## src/rtl/sar_pkg.sv

```systemverilog
// Shared types and helpers for the multi-channel SAR scan controller:
// FSM state encoding, channel-select width and mask scanning.
package sar_pkg;

  typedef enum logic [1:0] {IDLE, SAMPLE, CONVERT, STORE} state_t;

  function automatic int ch_w(input int n);
    return (n > 1) ? $clog2(n) : 1;
  endfunction

  // Index of the lowest set bit at or above 'from'; 16 when there is none.
  function automatic logic [4:0] lowest_set_from(input logic [15:0] mask,
                                                 input logic [4:0]  from);
    logic [4:0] r;
    r = 5'h10;
    for (int i = 15; i >= 0; i--) begin
      if (mask[i] && (5'(i) >= from)) r = 5'(i);
    end
    return r;
  endfunction

endpackage

```

## src/rtl/sar_bit_engine.sv

```systemverilog
// Single successive-approximation conversion: MSB-first trial register
// driven straight onto the DAC, with a one-cycle done pulse after the LSB.
module sar_bit_engine #(
  parameter int WIDTH = 8
) (
  input  logic             clk,
  input  logic             rst,
  input  logic             start,
  input  logic             clear,
  input  logic             cmp_in,
  output logic             done,
  output logic [WIDTH-1:0] code
);

  localparam int BW = $clog2(WIDTH);

  logic [BW-1:0] bit_idx;
  logic          active;

  always_ff @(posedge clk or posedge rst) begin
    if (rst) begin
      code    <= '0;
      bit_idx <= '0;
      active  <= 1'b0;
      done    <= 1'b0;
    end else begin
      done <= 1'b0;
      if (clear) begin
        code   <= '0;
        active <= 1'b0;
      end else if (start) begin
        code              <= '0;
        code[WIDTH-1]     <= 1'b1;
        bit_idx           <= BW'(WIDTH - 1);
        active            <= 1'b1;
      end else if (active) begin
        // Decide the current bit, then raise the next lower trial bit.
        code[bit_idx] <= cmp_in;
        if (bit_idx != '0) begin
          code[bit_idx - BW'(1)] <= 1'b1;
          bit_idx                <= bit_idx - BW'(1);
        end else begin
          active <= 1'b0;
          done   <= 1'b1;
        end
      end
    end
  end

endmodule

```

## src/rtl/sar_scan_ctrl.sv

```systemverilog
// Multi-channel SAR scan sequencer with a one-deep valid/ready result register.
// Define SAR_AVG_EN to average 2^AVG_LOG2 conversions per channel.
module sar_scan_ctrl
  import sar_pkg::*;
#(
  parameter int WIDTH         = 8,
  parameter int NUM_CH        = 4,
  parameter int SAMPLE_CYCLES = 2,
  parameter int AVG_LOG2      = 2
) (
  input  logic                        clk,
  input  logic                        rst,
  input  logic                        start,
  input  logic                        cont,
  input  logic [NUM_CH-1:0]           ch_mask,
  input  logic                        cmp_in,
  output logic [WIDTH-1:0]            dac_code,
  output logic                        sample_en,
  output logic [ch_w(NUM_CH)-1:0]     ch_sel,
  output logic                        busy,
  output logic [WIDTH-1:0]            result,
  output logic [ch_w(NUM_CH)-1:0]     result_ch,
  output logic                        result_valid,
  input  logic                        result_ready
);

  localparam int CH_W = ch_w(NUM_CH);
  localparam int SC_W = $clog2(SAMPLE_CYCLES + 1);

  state_t            state;
  logic [NUM_CH-1:0] mask_q;
  logic [SC_W-1:0]   samp_cnt;
  logic              eng_start, eng_clr, eng_done;
  logic [WIDTH-1:0]  eng_code, store_code;
  logic              store_ok, more_reps;
  logic [15:0]       mask_pad, live_pad;
  logic [4:0]        nxt_ch, first_ch;

  always_comb begin
    mask_pad = '0;
    mask_pad[NUM_CH-1:0] = mask_q;
    live_pad = '0;
    live_pad[NUM_CH-1:0] = ch_mask;
    nxt_ch   = lowest_set_from(mask_pad, 5'(ch_sel) + 5'd1);
    first_ch = lowest_set_from(live_pad, 5'd0);
  end

  assign eng_start = (state == SAMPLE) && (samp_cnt == SC_W'(1));
  assign store_ok  = (state == STORE) && (!result_valid || result_ready);
  // The trial register is cleared whenever a new sample phase begins or the scan ends.
  assign eng_clr   = (state == IDLE) || store_ok ||
                     ((state == CONVERT) && eng_done && more_reps);
  assign dac_code  = eng_code;

  sar_bit_engine #(.WIDTH(WIDTH)) u_engine (
    .clk    (clk),
    .rst    (rst),
    .start  (eng_start),
    .clear  (eng_clr),
    .cmp_in (cmp_in),
    .done   (eng_done),
    .code   (eng_code)
  );

`ifdef SAR_AVG_EN
  localparam int N_REP = 1 << AVG_LOG2;

  logic [WIDTH+AVG_LOG2-1:0] acc;
  logic [AVG_LOG2:0]         rep;

  assign more_reps  = (int'(rep) != N_REP - 1);
  assign store_code = acc[WIDTH+AVG_LOG2-1:AVG_LOG2];

  always_ff @(posedge clk or posedge rst) begin
    if (rst) begin
      acc <= '0;
      rep <= '0;
    end else if ((state == CONVERT) && eng_done) begin
      acc <= acc + {{AVG_LOG2{1'b0}}, eng_code};
      rep <= more_reps ? rep + {{AVG_LOG2{1'b0}}, 1'b1} : '0;
    end else if (store_ok) begin
      acc <= '0;
    end
  end
`else
  assign more_reps  = 1'b0;
  assign store_code = eng_code;
`endif

  always_ff @(posedge clk or posedge rst) begin
    if (rst) begin
      state        <= IDLE;
      mask_q       <= '0;
      ch_sel       <= '0;
      samp_cnt     <= '0;
      sample_en    <= 1'b0;
      busy         <= 1'b0;
      result       <= '0;
      result_ch    <= '0;
      result_valid <= 1'b0;
    end else begin
      if (result_valid && result_ready) result_valid <= 1'b0;
      case (state)
        IDLE: begin
          if (start && (ch_mask != '0)) begin
            mask_q    <= ch_mask;
            ch_sel    <= CH_W'(first_ch);
            samp_cnt  <= SC_W'(SAMPLE_CYCLES);
            sample_en <= 1'b1;
            busy      <= 1'b1;
            state     <= SAMPLE;
          end
        end
        SAMPLE: begin
          if (samp_cnt == SC_W'(1)) begin
            sample_en <= 1'b0;
            state     <= CONVERT;
          end else begin
            samp_cnt <= samp_cnt - SC_W'(1);
          end
        end
        CONVERT: begin
          if (eng_done) begin
            if (more_reps) begin
              samp_cnt  <= SC_W'(SAMPLE_CYCLES);
              sample_en <= 1'b1;
              state     <= SAMPLE;
            end else begin
              state <= STORE;
            end
          end
        end
        STORE: begin
          if (store_ok) begin
            result       <= store_code;
            result_ch    <= ch_sel;
            result_valid <= 1'b1;
            if (nxt_ch < 5'(NUM_CH)) begin
              ch_sel    <= CH_W'(nxt_ch);
              samp_cnt  <= SC_W'(SAMPLE_CYCLES);
              sample_en <= 1'b1;
              state     <= SAMPLE;
            end else if (cont && (ch_mask != '0)) begin
              mask_q    <= ch_mask;
              ch_sel    <= CH_W'(first_ch);
              samp_cnt  <= SC_W'(SAMPLE_CYCLES);
              sample_en <= 1'b1;
              state     <= SAMPLE;
            end else begin
              busy  <= 1'b0;
              state <= IDLE;
            end
          end
        end
        default: state <= IDLE;
      endcase
    end
  end

endmodule

```

## config.mk

```make
export PLATFORM = sky130hd
export DESIGN_NAME = sar_scan_ctrl
export DESIGN_NICKNAME = d
export VERILOG_FILES = /design/src/rtl/sar_pkg.sv /design/src/rtl/sar_bit_engine.sv /design/src/rtl/sar_scan_ctrl.sv
export SDC_FILE = /design/constraint.sdc
export NUM_CORES = 1
export LEC_CHECK = 0
export ABC_AREA = 1
export CORE_UTILIZATION = 25
export CTS_BUF_LIST = sky130_fd_sc_hd__clkbuf_4 sky130_fd_sc_hd__clkbuf_8 sky130_fd_sc_hd__clkbuf_16
export DETAILED_ROUTE_END_ITERATION = 6
export HOLD_SLACK_MARGIN = 0.08
export SYNTH_ARGS = -nofsm -noshare
export SYNTH_HDL_FRONTEND = slang
export SYNTH_SLANG_ARGS = --single-unit
```

## constraint.sdc

```tcl
create_clock -name clk -period 1.6 [get_ports clk]
set_input_delay 0.32 -clock clk [delete_from_list [all_inputs] [get_ports clk]]
set_output_delay 0.32 -clock clk [all_outputs]
set_load 0.03 [all_outputs]
```

==> out/metrics.csv <==
stage,metric,value,unit
clocking,TritonCTS clock tree,built,
sta,final setup fails,0,
setup_path,Reg2Reg Depth,8,
sta,Slew @ Worst Pin,0.323,ns
synthesis,mux cell area share after synthesis,0,%
power_and_ir_drop,Comb power frac,7.1,%
synthesis,largest family of logic cells by synthesized area,simple AND/OR/NAND/NOR gates,
synthesis,post-synthesis xor/xnor area fraction,0.839,%
global_routing,largest net degree at the start of global routing,36,
cells_and_area,Final Non-Filler Cells,421,
cells_and_area,"commonest non-fill, non-tap cell in the layout",nand2_1,
global_routing,antenna violations before repair,0,
sta,fin crit period,1.48,ns
clocking,CTS hold repair buffers,0,
floorplanning,Row Count,32,
synthesis,library cells used by synthesis,29,
sta,"Slew Viols, Final",0,
cells_and_area,Layout area overhead,32.0,%
global_routing,vias in the first global route,1855,
synthesis,complex-gate fraction of the synthesized area,15.4,%
global_routing,Total GRT Usage,12.1,%
drt,WL final,4.69,mm
min_path,worst min path class,in -> async,
synthesis,Adder-Cell Fraction of Synth Area,4.80,%
clocking,Clock Pin Slew Worst Setup and Hold Paths,0.08,ns
placed_design,RD Place Congestion,0.919,
power_and_ir_drop,Switching Share,25.2,%
cells_and_area,Util after Layout,34.9,%
setup_path,Critical Path Source Type,flip-flop,
flow_run,max_cap viols,0,
cells_and_area,nets@finish,336,
sta,Fin. Hold Viols,0,
placed_design,Port-buffer cells,32,
synthesis,post-synthesis register bit count,35,
clocking,largest buffer count on any clock path,2,
clocking,Num CTS Buffers,5,
setup_path,"Max FO, Critical Path",4,
run_status,status,finished clean,
cells_and_area,fraction of layout cells with a size suffix above 1,21.9,%
floorplanning,core area,7890,sq um
power_and_ir_drop,sw power,0.000421,W
floorplanning,Die Wd,93.4,um
drt,via density per instance,4.37,
clocking,H-tree levels,2,
synthesis,syn nets,282,
global_routing,GRT Residual Overflow,0,
drt,Remaining DRCs,0,
placed_design,Placed Instances,411,
floorplanning,Top Ports,33,
power_and_ir_drop,leakage,1.41,nW
floorplanning,die area,8720,sq um
clocking,CTS Sinks,35,
synthesis,Yosys warnings,0,
synthesis,Post-Syn Area,2090,sq um
global_routing,first-pass GRT wire length,8.37,mm
cells_and_area,fill cell count,825,
drt,DRT iter0 DRCs,137,
setup_path,Critical Path Sink Type,flip-flop,
floorplanning,initial core utilization,26.5,%
clocking,insertion delay to the later sink of the worst-skew pair,0.29,ns
power_and_ir_drop,VDD IR-drop max,0.000292,V
synthesis,simple-gate share of the synthesized area,28.9,%
power_and_ir_drop,Clock power frac,39.1,%
sta,clock skew,0.00776,ns
power_and_ir_drop,Seq pwr share,53.8,%
cells_and_area,Antenna Cells,0,
power_and_ir_drop,P_int,0.00125,W
synthesis,Cells after Synth,264,
sta,Final period util,92.6,%
setup_path,kind of critical path,reg -> reg,
setup_path,crit path DAT,1.66,ns
sta,Fmax,0.675,GHz
drt,vias post-DR,1841,
synthesis,post-synthesis sequential area ratio,42.0,%
drt,DR WL/cell,11.1,um
synthesis,syn_area_per_cell,7.91,sq um
sta,RSZ-0062 raised after global routing,no,
floorplanning,die extent in y,93.4,um
power_and_ir_drop,pwr dens,606,nW/um^2
clocking,Root Buffer,clkbuf_8,
drt,Post-DRT Antenna Nets,0,
drt,first-pass detailed-route iteration total,4,
sta,final hold slack,0.384,ns
placed_design,DP HPWL,3.61,mm
setup_path,worst path required time,1.78,ns
sta,relative slew slack,78.5,%
cells_and_area,"commonest non-fill, non-tap cells in the layout","74 x nand2_1, 34 x dfrtp_1, 27 x o21ai_0, 25 x inv_1, 23 x dlygate4sd2_1",
## cell type report
type,instances,area (sq um),area share [%]
clock buffers,5,68.8,2.50
clock inverters,3,20.0,0.727
inverters,35,139,5.04
multi-input cells,191,1070,38.9
flip-flops and latches,35,877,31.8
well taps,102,128,4.63
repair buffers,50,452,16.4
## logic make-up after synthesis
family                   after synthesis
AND/OR/NAND/NOR                      131
flip-flops                            35
buffers and inverters                 38
AO/OA/AOI/OAI                         50
adder cells (fa/ha/maj)                8
XOR/XNOR                               2
## synth_stat cells
library cell,n,area (sq um)
a21boi_0,1,7.51
nor2_1,12,45.0
nor2_4,2,22.5
inv_1,28,105
nand3_2,4,40.0
o21a_1,1,7.51
o21bai_1,4,30.0
nor2_2,3,18.8
o21ai_2,9,78.8
xnor2_1,1,8.76
inv_8,1,11.3
ha_1,8,100
o21ai_1,3,15.0
nand2_2,5,31.3
nand3_1,22,110
xor2_1,1,8.76
inv_2,6,22.5
o21ai_4,1,16.3
a21oi_4,1,16.3
nand3b_1,1,7.51
buf_6,2,22.5
and2_1,1,6.26
dfrtp_1,35,876
o21ai_0,27,135
a21oi_1,3,15.0
or2_2,3,18.8
nand4_1,4,25.0
buf_4,1,7.51
nand2_1,74,278
## sequential cells by signal, indices dropped and copies added (netlist names), 2 cells and up
| register | count |
|---|---|
| u_engine.bit_idx | 3 |
| u_engine.code | 8 |
| result_ch | 2 |
| mask_q | 3 |
| result | 8 |
| samp_cnt | 2 |
| ch_sel | 2 |
| state | 2 |
## per-layer routing
metal	wire length [um]	share of wire, %	global-route usage (%)	vias to the layer above
met4	51	1.1	3.21	0
li1	-	-	-	959
met3	213	4.5	3.41	5
met2	2130	45	19.7	28
met5	0	0	0	-
met1	2290	49	15.8	849
## timing repair
action	4_1_cts	5_1_grt
setup endpoints to repair	33	14
resized for setup	26	7
hold endpoints to repair	0	0
buffers inserted	0	2
## critical path: stages, from the launching register on
cell	delay [ns]
dfrtp_1	0.44
inv_2	0.10
ha_2	0.18
inv_2	0.05
or2_2	0.28
nand3_1	0.10
a21oi_2	0.06
o21ai_0	0.10
nand2_1	0.07
## final timing paths
check	startpoint	end	slack, ns
max	state[1]	state[0]	0.12
min	rst	u_engine.code[2]	0.38
max reg2reg	state[1]	state[0]	0.12
min reg2reg	result_ch[0]	result_ch[0]	0.47
max in group asynchronous	rst	state[0]	1.02
min in group clk	result_ch[0]	result_ch[0]	0.47
## power groups by stage
stage	sequential, W	combinational [W]	clock (W)
after floorplan	0.000938	0.0000372	0
final	0.000899	0.000119	0.000652
after CTS	0.000899	0.000122	0.000672
after global placement	0.000917	0.000127	0
after detailed placement	0.000917	0.000129	0
after global routing	0.000900	0.000132	0.000714
## through the flow
stage,total power [W],setup TNS (ns),cell area [sq um],worst slack [ns]
floorplan,0.000975,0,2090,0.182
global placement,0.00104,-0.674,2650,-0.108
detailed placement,0.00105,-1.12,2650,-0.150
CTS,0.00169,0,2720,0.0350
global route,0.00175,0,2760,0.0121
finish,0.00167,0,2760,0.118
(Power assumes the default switching activity.)
